### src/rtl/bitwise_ops_pkg.sv
// -----------------------------------------------------------------------------
// bitwise_ops_pkg
// Shared definitions for the bitwise_operations block: the 2-bit operation
// select type, its four named codes and the default operand width.
// -----------------------------------------------------------------------------
package bitwise_ops_pkg;

   // Default operand / result width in bits.
   localparam int DEFAULT_WIDTH = 7;

   // Operation select. Kept as a plain 2-bit logic vector rather than an
   // enum so that X/Z on the select can propagate into the ALU's default
   // branch in simulation.
   typedef logic [1:0] op_t;

   localparam op_t OP_AND = 2'b00;  // a & b
   localparam op_t OP_OR  = 2'b01;  // a | b
   localparam op_t OP_XOR = 2'b10;  // a ^ b
   localparam op_t OP_NOT = 2'b11;  // ~a, b ignored

endpackage : bitwise_ops_pkg

### src/rtl/bitwise_alu_core.sv
// -----------------------------------------------------------------------------
// bitwise_alu_core
// Purely combinational bitwise ALU. Every operation acts per bit position;
// there are no carries or cross-bit paths.
//
// Ports
//   a      [WIDTH-1:0]  in   operand A
//   b      [WIDTH-1:0]  in   operand B (ignored for OP_NOT)
//   op     [1:0]        in   operation select (see bitwise_ops_pkg)
//   result [WIDTH-1:0]  out  f(a, b, op)
// -----------------------------------------------------------------------------
module bitwise_alu_core
   import bitwise_ops_pkg::*;
#(
   parameter int WIDTH = DEFAULT_WIDTH
) (
   input  logic [WIDTH-1:0] a,
   input  logic [WIDTH-1:0] b,
   input  op_t              op,
   output logic [WIDTH-1:0] result
);

   always_comb begin
      result = '0;
      case (op)
         OP_AND:  result = a & b;
         OP_OR:   result = a | b;
         OP_XOR:  result = a ^ b;
         OP_NOT:  result = ~a;
         // Only reachable when op carries X/Z in simulation: force a clean
         // zero instead of letting unknowns spread into the result register.
         default: result = '0;
      endcase
   end

endmodule : bitwise_alu_core

### src/rtl/bitwise_operations.sv
// -----------------------------------------------------------------------------
// bitwise_operations
// Registered bitwise ALU. A new result is computed from a, b and op on every
// rising clock edge and presented on q one cycle later. There is no enable
// and no valid/ready handshake: every edge produces a result, so q is always
// the function of the inputs sampled at the previous edge (or zero after
// reset).
//
// Ports
//   clk                 in   rising-edge clock
//   rst                 in   synchronous active-high reset
//   a    [WIDTH-1:0]    in   operand A
//   b    [WIDTH-1:0]    in   operand B
//   op   [1:0]          in   00 AND, 01 OR, 10 XOR, 11 NOT a
//   q    [WIDTH-1:0]    out  registered result
//   zero                out  registered "result is all zeros" flag
//                            (only when BITWISE_ZERO_FLAG_EN is defined)
//
// Configuration
//   BITWISE_ZERO_FLAG_EN  define to add the registered zero output.
// -----------------------------------------------------------------------------
module bitwise_operations
   import bitwise_ops_pkg::*;
#(
   parameter int WIDTH = DEFAULT_WIDTH
) (
   input  logic             clk,
   input  logic             rst,
   input  logic [WIDTH-1:0] a,
   input  logic [WIDTH-1:0] b,
   input  op_t              op,
   output logic [WIDTH-1:0] q
`ifdef BITWISE_ZERO_FLAG_EN
   ,
   output logic             zero
`endif
);

   logic [WIDTH-1:0] q_d;
   logic [WIDTH-1:0] q_q;

   bitwise_alu_core #(
      .WIDTH (WIDTH)
   ) u_core (
      .a      (a),
      .b      (b),
      .op     (op),
      .result (q_d)
   );

   // Reset wins over the freshly computed value at the same edge, so an
   // in-flight result is simply dropped.
   always_ff @(posedge clk) begin
      if (rst) begin
         q_q <= '0;
      end else begin
         q_q <= q_d;
      end
   end

   assign q = q_q;

`ifdef BITWISE_ZERO_FLAG_EN
   logic zero_d;
   logic zero_q;

   // Derived from the value being loaded, not from q_q, so the flag lines up
   // with q in the same cycle.
   assign zero_d = (q_d == '0);

   // Reset loads q with zeros, so the flag reads 1 to stay consistent.
   always_ff @(posedge clk) begin
      if (rst) begin
         zero_q <= 1'b1;
      end else begin
         zero_q <= zero_d;
      end
   end

   assign zero = zero_q;
`endif

endmodule : bitwise_operations

### config.mk
export PLATFORM = sky130hd
export DESIGN_NAME = bitwise_operations
export DESIGN_NICKNAME = d
export VERILOG_FILES = /design/src/rtl/bitwise_ops_pkg.sv /design/src/rtl/bitwise_alu_core.sv /design/src/rtl/bitwise_operations.sv
export SDC_FILE = /design/constraint.sdc
export NUM_CORES = 1
export LEC_CHECK = 0
export ABC_AREA = 1
export ABC_CLOCK_PERIOD_IN_PS = 1000
export BUFFER_PORTS_ARGS = -buffer_cell sky130_fd_sc_hd__buf_2
export CELL_PAD_IN_SITES_DETAIL_PLACEMENT = 2
export CELL_PAD_IN_SITES_GLOBAL_PLACEMENT = 2
export CORE_MARGIN = 3
export CORE_UTILIZATION = 26
export DETAILED_ROUTE_END_ITERATION = 8
export GPL_TIMING_DRIVEN = 0
export HOLD_SLACK_MARGIN = 0.02
export PLACE_DENSITY = 0.91
export SLEW_MARGIN = 5
export SYNTH_ARGS = -nofsm -noshare
export SYNTH_HDL_FRONTEND = slang
export SYNTH_SLANG_ARGS = --single-unit
### constraint.sdc
create_clock -name clk -period 1 [get_ports clk]
set_input_delay 0.05 -clock clk [delete_from_list [all_inputs] [get_ports clk]]
set_output_delay 0.05 -clock clk [all_outputs]
set_load 0.05 [all_outputs]
## Word-level counts from Yosys, hierarchy flattened

Cells that the tools add are included.

| operators by class | value |
|---|---|
| add/subtract/negate cells | 0 |
| multipliers | 0 |
| div/mod/pow operators | 0 |
| order comparisons | 0 |
| equal/unequal tests | 3 |
| shift-type cells | 0 |
| muxes and demuxes | 1 |
| bitwise logic cells | 4 |
| reductions and logical operators | 1 |

Operator list:

| cell | number |
|---|---|
| $pmux 7 s4 | 1 |
| $and 7x7->7 | 1 |
| $not 7->7 | 1 |
| $or 7x7->7 | 1 |
| $xor 7x7->7 | 1 |
| $eq 2x2->1 const B | 2 |
| $eq 2x1->1 const B | 1 |
| $logic_not 2->1 | 1 |

| word-level totals | value |
|---|---|
| flip-flop bits (word level) | 7 |
| latch bits | 0 |
| bits in writable memories | 0 |
| ROM bits | 0 |
| input port bits | 18 |
| word-level logic and storage cells | 10 |
| memories | 0 |

## Longest topological paths before layout

| depth | value |
|---|---|
| depth in word-level cells | 2 |
| depth in mapped cells | 7 |
| depth with buffers taken out | 7 |

## Cells and area by module

A second synthesis with hierarchy kept.

| second synthesis, totals | value |
|---|---|
| cells, all modules | 97 |
| area, all modules | 693.2 sq um |

By module, submodules not included:

| module | instances | cells an instance | area an instance (sq um) |
|---|---|---|---|
| bitwise_alu_core | 1 | 76 | 500.5 |
| bitwise_operations | 1 | 21 | 192.7 |

## Worst setup path after synthesis

OpenSTA, ideal clock, no wires.

| timing | value |
|---|---|
| path kind | input to register |
| start | input port a[1] |
| end | register q_q[1], in the netlist q[1] |
| library setup time | 115 ps |
| arrival time | 582 ps |
| slack | 304 ps |
| cell stages on the path | 6 |
| buffers on the path | 0 |
| cell sequence | inv_1 -> ha_1 -> nand3_1 -> nand2_1 -> nor2_1 -> nor2_1 |

| on the way | value |
|---|---|
| cells in the longest elaborated chain, start to end | 2 |
| elaborated cells on any way between the ends | 5 |
| classes of those cells | 1 x mux; 4 x bitwise |

RTL lines:

| item | line | text |
|---|---|---|
| start: declaration | bitwise_operations.sv:29 | `input logic [WIDTH-1:0] a,` |
| $xor 7x7->7, or another cell as far along | bitwise_alu_core.sv:28 | `OP_XOR: result = a ^ b;` |
| $pmux 7 s4 * | bitwise_alu_core.sv:25 | `case (op)` |
| end signal: assignment | bitwise_operations.sv:57 | `q_q <= q_d;` |
| end: declaration | bitwise_operations.sv:40 | `logic [WIDTH-1:0] q_q;` |

Every way passes the cells marked *; elsewhere a longest branch is shown, timed or not.
A chain may end at the register's enable or synchronous reset.

## Worst setup path after layout

| timing | value |
|---|---|
| start | register q_q[5], in the netlist q[5] |
| end | output port q[5] |

RTL lines:

| item | line | text |
|---|---|---|
| end: declaration | bitwise_operations.sv:32 | `output logic [WIDTH-1:0] q` |

No word-level cell between the ends.

==> results.txt <==
* Max Cap Violations: 0
- Across the VDD grid, the largest voltage drop is 0.359 mV.
- Std cell rows: 17
- Setup tns final: 0 ns
- After detailed placement, the design holds a cell count of 154.
* Unrepaired setup endpoints after global routing: no
* Portion of the clock cycle consumed by the worst path in the final layout: 87.3%
- Data on the critical path is required at its endpoint by 0.95 ns.
- Worst setup path startpoint: q[5]$_SDFF_PP0_
* H-tree levels: 1
- For the worst setup path, the data arrival time is between 0.8 and 0.9 ns.
- After global routing the overflow that remains totals 0.
- After detailed routing, the total wire length is 2150 um.
* CP max FO: 1
- Largest area contributor in the netlist: sky130_fd_sc_hd__ha_1
* Switch share: around two fifths
- Net total in the final layout: 163
- The worst setup path is launched from a flip-flop.
- Detailed placement finished with a half-perimeter wire length of around 1800 um.
- Entering global routing, the biggest net connects 11 pins.
- Counting the buffers created by CTS gives 3.
- Derived from the worst setup path, the maximum achievable clock frequency is between 1 and 1.5 GHz.
- Post-synth design cell area: 674 um2
* CP bufs+invs: 1
- Final-report setup violation count: 0
* Horizontal die dimension: around 57 um
- Period minus WS final: 0.873 ns
* Layout overhead on the synthesized area: 26.9%
- The floorplan step defined a die boundary enclosing approximately 3200 um2.
* RD Place Congestion: around 0.7
* Synth warn: 0
- Following the worst setup path forward leads to its endpoint at q[5].
* Status: complete, no violations
- I/O pin count: 25
- TritonCTS clock tree: built
- Standard cell core area: around 2300 um2
- Across all setup checks in the final design, the least slack found is 0.127 ns.
- Worst stage delay on the critical path: just over 0.3 ns
* Number of max-slew violations in the final report: 0
- Dividing total power by cell area gives a power density of approximately 1100 nW/um2.
- After clock tree synthesis, the flow added hold-fix buffers numbering 0.
- Number of global-route vias before repair: between 800 and 900
- In this run the post-CTS setup repair buffer count came out at 0.
- Global routing consumed, over all layers together, 14.8% of the routing resources.
* Fraction of layout instances using a drive strength above 1: 26.2%
* Post-synthesis sequential area ratio: about a fifth
* Net switching power: ~360 uW
* Count of filler cells inserted in the layout: 309
* Cell type of the slowest stage on the worst timing path: sky130_fd_sc_hd__dfxtp_1
- The clock network burns 29.7% of the power.
* Total of cells resized after clock tree synthesis: 0
- Post-route ant nets: 0
- Worst-path clk slew: 0.06 ns
* Worst-case setup slack after placement: between 0.08 and 0.09 ns
- In this run the biggest area consumer among cell types represents 26.0% of the synthesized area.
- Logic depth of the worst setup path including buffers: 1
- Cell internal power was estimated by the tool at ~570 uW.
- STA classifies the critical path endpoint as an output port.
* Normalized max-slew margin: between 80% and 90%
- In this run the tool buffered the top-level ports with 24 buffer cells.
- Worst hold-check path type: in -> reg
- In this run, the combinational gates consume 37.0% of the power.
- After detailed routing, the number of remaining DRC violations is 0.
* Worst Hold Path Cells: 4
* Pre-Repair DR Iteration Count: 4
- Largest register FFs: 7
* Top cells by area, synth: sky130_fd_sc_hd__ha_1 26%, sky130_fd_sc_hd__dfxtp_1 21%, sky130_fd_sc_hd__nand3_1 13%, sky130_fd_sc_hd__inv_1 11%, sky130_fd_sc_hd__nand2_1 7.8%
* TritonCTS Sinks: 7
* Wire per inst: roughly 14 um
- Family with the most delay on the worst path: flip-flops
* Effective utilization at floorplan: between 20% and 30%
* Leakage component of the power: approximately 0.00054 uW
- At the pin with the least slew margin, the transition time is about 0.26 ns.
* Root Driver: sky130_fd_sc_hd__clkbuf_4
- The number of hold violations in the final report came to 0.
- The netlist uses 14 different library cells.
* Die span in y: 56.9 um
- Count of mapped cells out of synthesis: a little over 100
* Via count: 759
- The number of antenna diodes in the final layout is 0.
- Post-synthesis net count: 134
- First-pass GRT wire length: ~3800 um
- The setup path with the least slack is of type reg -> out.
- Flop and latch count out of synthesis: 7
- The average instance in the mapped netlist occupies 6.61 um2.
- Sequential share of power: 33.3%
- In this run the deepest clock path goes through 2 buffers.
- Iteration-0 DRC Markers: 3
- The initial antenna violation count was 0.
* Non-Filler Instances: 158
- The signal on the critical path passes through buf_2.
- Dividing the detail-routed via count by the number of cells gives around 4.8.
[cell usage after synthesis]
| cell | n |
|---|---|
| sky130_fd_sc_hd__buf_6 | 1 |
| sky130_fd_sc_hd__nor2_1 | 14 |
| sky130_fd_sc_hd__or2_1 | 1 |
| sky130_fd_sc_hd__nand2_1 | 14 |
| sky130_fd_sc_hd__a21oi_1 | 1 |
| sky130_fd_sc_hd__dfxtp_1 | 7 |
| sky130_fd_sc_hd__inv_2 | 3 |
| sky130_fd_sc_hd__nand3_1 | 18 |
| sky130_fd_sc_hd__buf_2 | 1 |
| sky130_fd_sc_hd__ha_1 | 14 |
| sky130_fd_sc_hd__inv_1 | 19 |
| sky130_fd_sc_hd__o21ai_1 | 7 |
| sky130_fd_sc_hd__nand2_4 | 1 |
| sky130_fd_sc_hd__buf_4 | 1 |
[layout make-up]
| type | instances | area [um2] | area share [%] |
|---|---|---|---|
| tap | 28 | 35.0 | 4.09 |
| buffer | 3 | 23.8 | 2.78 |
| clock buffer | 4 | 26.3 | 3.07 |
| inverter | 22 | 82.6 | 9.65 |
| sequential | 7 | 140 | 16.4 |
| multi-input combinational | 70 | 428 | 50.0 |
| timing repair buffer | 24 | 120 | 14.0 |
[layout by cell type, fill, tap and decap left out]
cell	Yosys	routed
sky130_fd_sc_hd__a21oi_1	1	1
sky130_fd_sc_hd__buf_2	1	25
sky130_fd_sc_hd__buf_4	1	1
sky130_fd_sc_hd__buf_6	1	1
sky130_fd_sc_hd__clkbuf_1	0	1
sky130_fd_sc_hd__clkbuf_4	0	3
sky130_fd_sc_hd__dfxtp_1	7	7
sky130_fd_sc_hd__ha_1	14	14
sky130_fd_sc_hd__inv_1	19	19
sky130_fd_sc_hd__inv_2	3	3
sky130_fd_sc_hd__nand2_1	14	14
sky130_fd_sc_hd__nand2_4	1	1
sky130_fd_sc_hd__nand3_1	18	18
sky130_fd_sc_hd__nor2_1	14	14
sky130_fd_sc_hd__o21ai_1	7	7
sky130_fd_sc_hd__or2_1	1	1
[power groups by stage]
stage                     registers (uW)  logic, uW  clock network (uW)
final                                307        341                 274
after global routing                 310        387                 306
after CTS                            307        351                 291
after detailed placement             313        347                   0
after global placement               312        323                   0
after floorplan                      398        142                   0
[cells by family after synthesis]
family	synth area share, %
AO/OA/AOI/OAI	5.94
buffers and inverters	15.8
adder cells (fa/ha/maj)	26.0
AND/OR/NAND/NOR	31.5
flip-flops	20.8
[how the worst min path moves through the flow]
stage	startpoint	endpoint	slack, ns
after global routing	rst	q[6]$_SDFF_PP0_	0.14
after floorplan	rst	q[0]$_SDFF_PP0_	0.24
after global placement	rst	q[6]$_SDFF_PP0_	0.38
final	rst	q[6]$_SDFF_PP0_	0.12
after CTS	rst	q[6]$_SDFF_PP0_	0.12
after detailed placement	rst	q[6]$_SDFF_PP0_	0.40
[per-stage QoR]
step / total power (uW) / area, um2 / hold WS (ns) / utilization (%)
final: 922 / 856 / 0.120 / 36.6
after floorplan: 541 / 674 / 0.239 / -
after CTS: 949 / 856 / 0.119 / 36.6
after global placement: 635 / 830 / 0.384 / 35.5
after detailed placement: 661 / 830 / 0.400 / 35.5
after global routing: 1000 / 856 / 0.145 / 36.6
[routing by layer]
layer	track usage, %	wire length, um	vias up
li1	-	-	374
met1	15.2	864	362
met2	28.7	1160	19
met3	2.49	85	4
met4	6.95	44	0
met5	0	0	-
(Power assumes the default switching activity.)
